==> config.mk <==
export PLATFORM = sky130hd
export DESIGN_NAME = rr_mux_arbiter
export DESIGN_NICKNAME = d
export VERILOG_FILES = /design/src/rtl/rr_mux_arbiter_pkg.sv /design/src/rtl/rr_mux_arbiter_pick.sv /design/src/rtl/rr_mux_arbiter.sv
export SDC_FILE = /design/constraint.sdc
export NUM_CORES = 1
export LEC_CHECK = 0
export CORE_UTILIZATION = 55
export CTS_BUF_LIST = sky130_fd_sc_hd__clkbuf_16
export CTS_CLUSTER_SIZE = 20
export DETAILED_ROUTE_END_ITERATION = 16
export PLACE_DENSITY = 0.83
export SETUP_SLACK_MARGIN = 0.5
export SKIP_LAST_GASP = 1
export SLEW_MARGIN = 0
export SYNTH_ARGS = -nofsm -noshare
export SYNTH_HDL_FRONTEND = slang
export SYNTH_SLANG_ARGS = --single-unit
==> constraint.sdc <==
create_clock -name clk -period 4.7 [get_ports clk]
set_clock_uncertainty 0.1 [all_clocks]
set_input_delay 0.94 -clock clk [delete_from_list [all_inputs] [get_ports clk]]
set_output_delay 0.94 -clock clk [all_outputs]
set_load 0.05 [all_outputs]
==> src/rtl/rr_mux_arbiter_pkg.sv <==
// ============================================================================
//  Module      : rr_mux_arbiter_pkg
//  Description : Shared state encoding and helper function for the
//                round-robin mux arbiter.
//  Revision    : 1.0 - initial release
// ============================================================================
`default_nettype none

package rr_mux_arbiter_pkg;

    // Arbiter state encoding
    localparam logic [0:0] c_ST_IDLE  = 1'b0;
    localparam logic [0:0] c_ST_GRANT = 1'b1;

    typedef enum logic [0:0] {
        ST_IDLE  = c_ST_IDLE,
        ST_GRANT = c_ST_GRANT
    } state_e;

    // Ceiling log2; used to size the burst counter
    function automatic int unsigned clog2(input int unsigned value);
        int unsigned result;
        result = 0;
        for (int i = 0; i < 32; i++) begin
            if ((64'd1 << i) < 64'(value)) begin
                result = i + 1;
            end
        end
        return result;
    endfunction

endpackage : rr_mux_arbiter_pkg

`default_nettype wire

==> src/rtl/rr_mux_arbiter_pick.sv <==
// ============================================================================
//  Module      : rr_pick
//  Description : Combinational round-robin winner search. Starting at i_ptr
//                and wrapping from N-1 to 0, returns the first requesting
//                index and a flag that any request is present.
//  Revision    : 1.0 - initial release
// ============================================================================
`default_nettype none

module rr_pick #(
    parameter int unsigned K = 4
) (
    input  logic [2**K-1:0] i_req,
    input  logic [K-1:0]    i_ptr,
    output logic [K-1:0]    o_winner,
    output logic            o_any_req
);

    localparam int unsigned c_N = 2**K;

    // Scan from the farthest offset down so the nearest requester overwrites last
    always_comb begin
        logic [K-1:0] w_idx;
        w_idx     = '0;
        o_winner  = '0;
        o_any_req = 1'b0;
        for (int i = c_N - 1; i >= 0; i--) begin
            w_idx = i_ptr + K'(i);
            if (i_req[w_idx]) begin
                o_winner  = w_idx;
                o_any_req = 1'b1;
            end
        end
    end

endmodule : rr_pick

`default_nettype wire

==> src/rtl/rr_mux_arbiter.sv <==
// ============================================================================
//  Module      : rr_mux_arbiter
//  Description : Round-robin arbiter sharing one single-bit valid/ready
//                channel among 2**K requesters, with a per-grant burst cap
//                and one idle bubble between consecutive grants.
//  Revision    : 1.0 - initial release
// ============================================================================
`default_nettype none

module rr_mux_arbiter
    import rr_mux_arbiter_pkg::*;
#(
    parameter int unsigned K         = 4,
    parameter int unsigned MAX_BURST = 8
) (
    input  logic            clk,
    input  logic            rst,
    input  logic [2**K-1:0] req,
    input  logic [2**K-1:0] data_in,
    input  logic            out_ready,
    output logic            out_valid,
    output logic            out_data,
    output logic [2**K-1:0] grant,
    output logic [K-1:0]    sel,
    output logic            busy
);

    localparam int unsigned         c_BURST_W    = clog2(MAX_BURST + 1);
    localparam logic [c_BURST_W-1:0] c_BURST_LAST = c_BURST_W'(MAX_BURST - 1);

    state_e               r_state_q, w_state_d;
    logic [K-1:0]         r_sel_q,   w_sel_d;
    logic [K-1:0]         r_ptr_q,   w_ptr_d;
    logic [c_BURST_W-1:0] r_burst_q, w_burst_d;

    logic [K-1:0] w_winner;
    logic         w_any_req;
    logic         w_busy;
    logic         w_valid;
    logic         w_xfer;

    rr_pick #(
        .K (K)
    ) u_pick (
        .i_req     (req),
        .i_ptr     (r_ptr_q),
        .o_winner  (w_winner),
        .o_any_req (w_any_req)
    );

    // Channel outputs are decoded from the registered owner only
    always_comb begin
        w_busy  = (r_state_q == ST_GRANT);
        w_valid = w_busy & req[r_sel_q];
        w_xfer  = w_valid & out_ready;
        grant   = '0;
        if (w_busy) begin
            grant[r_sel_q] = 1'b1;
        end
    end

    assign busy      = w_busy;
    assign out_valid = w_valid;
    assign out_data  = w_valid & data_in[r_sel_q];
    assign sel       = r_sel_q;

    // Next-state: pick a winner in IDLE, count transfers and release in GRANT
    always_comb begin
        w_state_d = r_state_q;
        w_sel_d   = r_sel_q;
        w_ptr_d   = r_ptr_q;
        w_burst_d = r_burst_q;
        case (r_state_q)
            ST_IDLE: begin
                if (w_any_req) begin
                    w_state_d = ST_GRANT;
                    w_sel_d   = w_winner;
                    w_burst_d = '0;
                end
            end
            ST_GRANT: begin
                if (!req[r_sel_q]) begin
                    // Owner withdrew: no transfer this cycle, hand priority onward
                    w_state_d = ST_IDLE;
                    w_ptr_d   = r_sel_q + K'(1);
                    w_burst_d = '0;
                end else if (w_xfer) begin
                    if (r_burst_q == c_BURST_LAST) begin
                        // Final transfer of the burst completes, then release
                        w_state_d = ST_IDLE;
                        w_ptr_d   = r_sel_q + K'(1);
                        w_burst_d = '0;
                    end else begin
                        w_burst_d = r_burst_q + c_BURST_W'(1);
                    end
                end
            end
            default: begin
                w_state_d = ST_IDLE;
            end
        endcase
    end

    // State registers with synchronous reset; reset drops any in-flight grant
    always_ff @(posedge clk) begin
        if (rst) begin
            r_state_q <= ST_IDLE;
            r_sel_q   <= '0;
            r_ptr_q   <= '0;
            r_burst_q <= '0;
        end else begin
            r_state_q <= w_state_d;
            r_sel_q   <= w_sel_d;
            r_ptr_q   <= w_ptr_d;
            r_burst_q <= w_burst_d;
        end
    end

endmodule : rr_mux_arbiter

`default_nettype wire

==> summary.txt, run 1 <==
Worst setup path
  • CP Buf/Inv Count: 3
  • CP Max Fanout: 7
  • CP Cell Sequence: clkdlybuf4s50_1 -> mux4_2 -> mux4_2 -> nand2_1 -> inv_1 -> clkbuf_2
  • CP Launch Type: primary input
  • CP dominant cell by count: mux4_2
  • Slowest cell on crit path: mux4_2
  • CP max stage delay: 0.54 ns
  • CP top delay family: multiplexers
  • Worst path arrival time: 3.07 ns
  • Crit Path Category: primary input to primary output
  • Worst path required time: about 3.7 ns
  • CP endpoint kind: primary output

Pwr
  • Lkg Pwr: between 0.001 and 0.0015 uW
  • Pwr dens: 728 nW/um2
  • Worst VDD drop: approximately 0.00045 V

Placed design
  • Placed Cells: a little under 500
  • Post-DP HPWL: roughly 7200 um
  • Port bufs: 57
  • GPL Wtd Cong: about 0.93
  • Dpl cell area: approximately 3800 um2

Clock network
  • Clock-pin slew on the worst setup and hold paths: around 0.05 ns
  • Clk root buf: clkbuf_16
  • Num CTS Buffers: 3
  • Skew-Pair Late Insertion Delay: around 0.24 ns
  • Number of buffers on the longest clock path: 2
  • Clock sink total: 13
  • CTS tree: yes
  • CTS Hold Bufs: 0
  • Setup repair bufs after CTS: 0
  • CTS H-tree depth: 1

STA
  • Final period util: between 80% and 90%
  • Slew HR: 46.0%
  • Final setup vio count: 0
  • Setup TNS: 0 ns
  • Pins over their slew limit: 0
  • Hold Violations, Final: 0
  • Worst hold margin: 0.414 ns
  • Final min period: 4.11 ns
  • RSZ-0062 raised after global routing: false
  • Worst-Margin Slew: slightly below 0.8 ns
  • Fmax: about 240 MHz

Logic synthesis
  • Register area share after synthesis: 8.19%
  • Synth top area cells: mux4_2, mux2i_1, dfxtp_1, ha_1, nor2_1
  • Post-Syn Instances: 370
  • Commonest cells in the netlist: nor2_1, mux4_2, mux2i_1, nand2_1, a21oi_1
  • Synth Register Bits: 13
  • Most frequent cell after synthesis: nor2_1
  • Post-synth top area cell: mux4_2
  • Main synth FF type: dfxtp_1
  • Syn_nets: 417
  • Async SR Flop Fraction: 0%
  • Cell Area, Synth: between 3000 and 4000 um2
  • Post-synth EDFFs: 0
  • Netlist cell types: 57
  • Syn avg cell area: between 8 and 9 um2
  • Post-synth top area share: a little over a quarter
  • Ys Warns: 0

Drt
  • WL per Instance: 19.6 um
  • Routed wire length: roughly 9700 um
  • Vias per cell: approximately 6.9
  • Vias: between 3000 and 4000
  • DRC: 0
  • Antenna Nets Post-Route: 0
  • Pre-Repair DR Iteration Count: 5
  • Detailed Route Iter0 Violations: between 300 and 400

Job
  • Max Cap Violations: 0

Finish
  • Design area: slightly below 4000 um2
  • Area grow syn2layout: 22.5%
  • Fill count: 415
  • Diodes inserted: 0
  • Nets: between 400 and 500
  • Share of cells above drive strength 1: between 15 and 20%
  • Non-filler cells, final: roughly 490

Global routing
  • Antenna violations before repair: 0
  • Total grt overflow: 0
  • Pin count of the biggest net entering global routing: 32
  • First-pass GRT wire length: between 15000 and 20000 um
  • Vias in the first global route: between 3000 and 4000
  • All-Layer GR Usage: between 30% and 40%

Floorplanning
  • Die footprint: 6090 um2
  • Die X: between 70 and 80 um
  • Die extent in y: 78.0 um
  • Row Count: 27
  • Core area: 5540 um2
  • Starting Density: a little under three fifths
  • I/O pin count: 58

Outcome
  • Status: finished clean

Worst hold path
  • Worst hold path class: flop to flop
[cell usage in the layout (no fill, tap or decap), types with 3 or more instances in the layout]
cell,netlist,final
clkdlybuf4s50_1,0,55
nor3_1,9,9
and2_1,3,3
o21ai_0,10,10
and3_1,3,3
dfxtp_1,13,13
nand2b_1,11,11
buf_4,1,9
inv_1,5,6
xor2_1,3,3
nand2_1,34,34
o21ai_1,5,5
a211oi_1,9,9
o211ai_1,9,9
nand3_1,16,16
a21oi_1,27,27
ha_1,12,12
o22ai_1,3,3
mux4_2,37,37
nor2b_1,11,11
clkbuf_16,0,3
nand4_1,3,3
xnor2_1,9,9
mux2i_1,34,33
mux2_2,7,7
nor2_1,39,39
[metal layers]
metal,wire [um],track usage [%]
met4,248,9.81
met5,0,0
met3,1000,3.37
met1,3970,45.3
met2,4460,54.9
[report_power, final]
part,switching (uW),internal (uW)
combinational,1440,1010
sequential,83.8,142
clock,47.0,112
[logic make-up (layout without fill, tap and decap cells)]
| group | count (synthesis) | in the layout | share of synthesized area, % |
|---|---|---|---|
| buffers and inverters | 27 | 78 | 3.66 |
| flip-flops | 13 | 13 | 8.19 |
| AO/OA/AOI/OAI | 86 | 86 | 17.4 |
| adder cells (fa/ha/maj) | 12 | 12 | 4.72 |
| multiplexers | 79 | 79 | 40.2 |
| AND/OR/NAND/NOR | 139 | 139 | 21.5 |
| XOR/XNOR | 14 | 14 | 4.33 |
[path summary, 6_finish.rpt]
check,slack (ns),start,end,cells past startpoint
max,0.59,req[0],out_valid,6
max reg2reg,0.62,r_ptr_q[0]$_SDFFE_PP0P_,sel[2]$_SDFFE_PP0P_,11
min,0.41,r_burst_q[2]$_SDFFE_PP0P_,r_burst_q[2]$_SDFFE_PP0P_,2
min reg2reg,0.41,r_burst_q[2]$_SDFFE_PP0P_,r_burst_q[2]$_SDFFE_PP0P_,2
[timing repair]
| action | in CTS | in global routing |
|---|---|---|
| setup endpoints to repair | 2 | 3 |
| pin swaps | 0 | 0 |
| resized for setup | 2 | 5 |
[stage by stage]
stage                     total power, uW  setup WS (ns)  util (%)
final                                2840          0.588      70.3
after global routing                 3030          0.511      70.3
after CTS                            2780          0.422      70.3
after detailed placement             2600          0.182      69.0
after floorplan                      2050          0.525         -
after global placement               2570          0.227      69.0
[flip-flops by register name, summed over array words and instances, names as in the netlist]
name	cells
sel	4
r_burst_q	4
busy	1
r_ptr_q	4
[cell type report]
type	count	area (um2)	area share, %
clock buffer	3	75.1	1.93
clock inverter	1	3.75	0.0964
inverter	8	30.0	0.771
multi-input combinational	330	2810	72.1
sequential	13	260	6.68
tap	72	90.1	2.31
timing repair buffer	66	628	16.1
[worst register-to-register path, stage by stage (launching register included)]
cell and delay, ns:
dfxtp_1 0.34, inv_1 0.11, ha_1 0.75, mux4_2 0.66
mux2i_1 0.29, mux2i_1 0.32, nor4_2 0.38, nand3_1 0.17
nor4_4 0.39, nor2_2 0.15, mux2i_1 0.19, a21oi_1 0.09
Power figures use the tool's default switching activity.
==> inputs of run 2 (changes only) <==
--- a/config.mk
+++ b/config.mk
@@ -5,11 +5,13 @@
 export SDC_FILE = /design/constraint.sdc
 export NUM_CORES = 1
 export LEC_CHECK = 0
-export CORE_UTILIZATION = 55
+export CELL_PAD_IN_SITES_DETAIL_PLACEMENT = 0
+export CELL_PAD_IN_SITES_GLOBAL_PLACEMENT = 1
+export CORE_UTILIZATION = 41
 export CTS_BUF_LIST = sky130_fd_sc_hd__clkbuf_16
 export CTS_CLUSTER_SIZE = 20
 export DETAILED_ROUTE_END_ITERATION = 16
-export PLACE_DENSITY = 0.83
+export PLACE_DENSITY_LB_ADDON = 0.1
 export SETUP_SLACK_MARGIN = 0.5
 export SKIP_LAST_GASP = 1
 export SLEW_MARGIN = 0
==> run 2 against run 1 <==
Power is 2.1% higher. Final cell count is 6.3% higher. Combinational power up 3%. Maximum frequency up 1.7%. First-iteration DRC count down 45%. Register-to-register slack improved by 0.34 ns. Clock power about the same. Critical path depth is the same.
==> summary.txt, run 2 (same netlist as run 1, synthesis figures left out) <==
Global routing
  • All-Layer GR Usage: between 20% and 30%
  • Antenna violations before repair: 0
  • Total grt overflow: 0
  • Pin count of the biggest net entering global routing: 32
  • First-pass GRT wire length: approximately 16000 um
  • Vias in the first global route: approximately 3000

Floorplanning
  • Row Count: 31
  • Die X: 90.1 um
  • I/O pin count: 58
  • Die extent in y: approximately 90 um
  • Starting Density: 43.1%
  • Core area: ~7400 um2
  • Die footprint: 8110 um2

Finish
  • Most frequent cells in the layout: clkdlybuf4s50_1, nor2_1, mux4_2, nand2_1, mux2i_1
  • Nets: 473
  • Most common cell after layout, fill and taps aside: clkdlybuf4s50_1
  • Util after Layout: a little over half
  • Area grow syn2layout: 24.7%
  • Fill count: slightly below 700
  • Diodes inserted: 0
  • Share of cells above drive strength 1: 17.6%

Pwr
  • Lkg Pwr: about 0.0014 uW
  • Sequential share of power: roughly 7.2%
  • NetSw: between 1500 and 2000 uW
  • Pint: about 1300 uW
  • Combinational Power Share: 87.3%
  • Worst VDD drop: between 0.0003 and 0.0004 V
  • Clk pwr share: between 5 and 6%
  • Pwr dens: ~730 nW/um2
  • Overall Power: around 2900 uW
  • Switching portion of total power: 55.1%

STA
  • Final setup vio count: 0
  • RSZ-0062 raised after global routing: true
  • Final min period: around 4.0 ns
  • Setup TNS: 0 ns
  • Slew HR: 50.0%
  • Setup ws final: 0.657 ns
  • Final period util: 86.0%
  • Worst-Margin Slew: 0.728 ns
  • Fmax: 247 MHz
  • Hold Violations, Final: 0
  • Pins over their slew limit: 0

Worst setup path
  • Worst path required time: 3.66 ns
  • CP Max Fanout: 7
  • CP endpoint kind: primary output
  • Cells on worst reg2reg path: 12
  • Crit Path Category: primary input to primary output
  • Worst path arrival time: 3.00 ns
  • CP Launch Type: primary input

Drt
  • Detailed Route Iter0 Violations: between 200 and 250
  • Vias per cell: around 6.3
  • Routed wire length: 10000 um
  • Vias: 3277
  • Antenna Nets Post-Route: 0
  • DRC: 0
  • Pre-Repair DR Iteration Count: 4
  • WL per Instance: between 15 and 20 um

Clock network
  • CTS tree: yes
  • Clock-pin slew on the worst setup and hold paths: approximately 0.040 ns
  • Num CTS Buffers: 3
  • Clock sink total: 13
  • Skew-Pair Late Insertion Delay: 0.24 ns
  • Clk root buf: clkbuf_16
  • CTS H-tree depth: 1
  • Number of buffers on the longest clock path: 2

Placed design
  • GPL Wtd Cong: slightly above 0.9
  • Place WS: ~0.25 ns
  • Post-DP HPWL: ~7900 um
  • Port bufs: 57

Worst hold path
  • Worst hold path class: flop to flop
  • Hold path cells: 2

Job
  • Max Cap Violations: 0

Outcome
  • Status: finished clean
-- run 2: metal layers --
| layer | GRT usage [%] | part of all wire (%) |
|---|---|---|
| met1 | 37.1 | 47 |
| met2 | 37.3 | 44 |
| met3 | 4.57 | 7.4 |
| met4 | 3.90 | 1.1 |
| met5 | 0 | 0 |
-- run 2: cell type report --
class	instances	area (um2)	share of cell area, %
Multi-Input combinational cell	330	2810	70.9
Timing Repair Buffer	70	661	16.7
Sequential cell	13	262	6.60
Tap cell	99	124	3.12
Clock buffer	3	75.1	1.89
Inverter	8	30.0	0.757
Clock inverter	1	3.75	0.0947
-- run 2: power by group through the flow --
| stage | Combinational, uW | Sequential (uW) | Clock, uW |
|---|---|---|---|
| final | 2530 | 209 | 159 |
| after global routing | 2710 | 221 | 168 |
| after CTS | 2470 | 211 | 163 |
| after detailed placement | 2460 | 213 | 0 |
| after global placement | 2470 | 212 | 0 |
| after floorplan | 1820 | 237 | 0 |
-- run 2: critical path: stages --
cell,delay [ns]
clkdlybuf4s50_1,0.54
mux4_2,0.49
mux4_2,0.54
nand2_1,0.20
inv_1,0.09
buf_4,0.20
-- run 2: metrics by stage --
| step | hold WS, ns | cells | area [um2] |
|---|---|---|---|
| after floorplan | 0.371 | 370 | 3180 |
| after global placement | 0.392 | 520 | 3880 |
| after detailed placement | 0.404 | 520 | 3880 |
| after CTS | 0.412 | 524 | 3960 |
| after global routing | 0.432 | 524 | 3970 |
| final | 0.409 | 524 | 3970 |
-- run 2: path summary, 6_finish.rpt --
path                                    end  slack (ns)                       from
setup reg to reg        sel[2]$_SDFFE_PP0P_        0.96    r_ptr_q[0]$_SDFFE_PP0P_
hold reg to reg   r_burst_q[1]$_SDFFE_PP0P_        0.41  r_burst_q[1]$_SDFFE_PP0P_
setup / recovery                  out_valid        0.66                    req[13]
hold / removal    r_burst_q[1]$_SDFFE_PP0P_        0.41  r_burst_q[1]$_SDFFE_PP0P_
-- run 2: what timing repair did --
action | CTS | global route
endpoints found under the setup margin | 1 | 3
cloned | 0 | 0
setup buffers | 0 | 0
hold buffers | 0 | 0
pin swaps | 0 | 0
gates resized for setup | 1 | 4
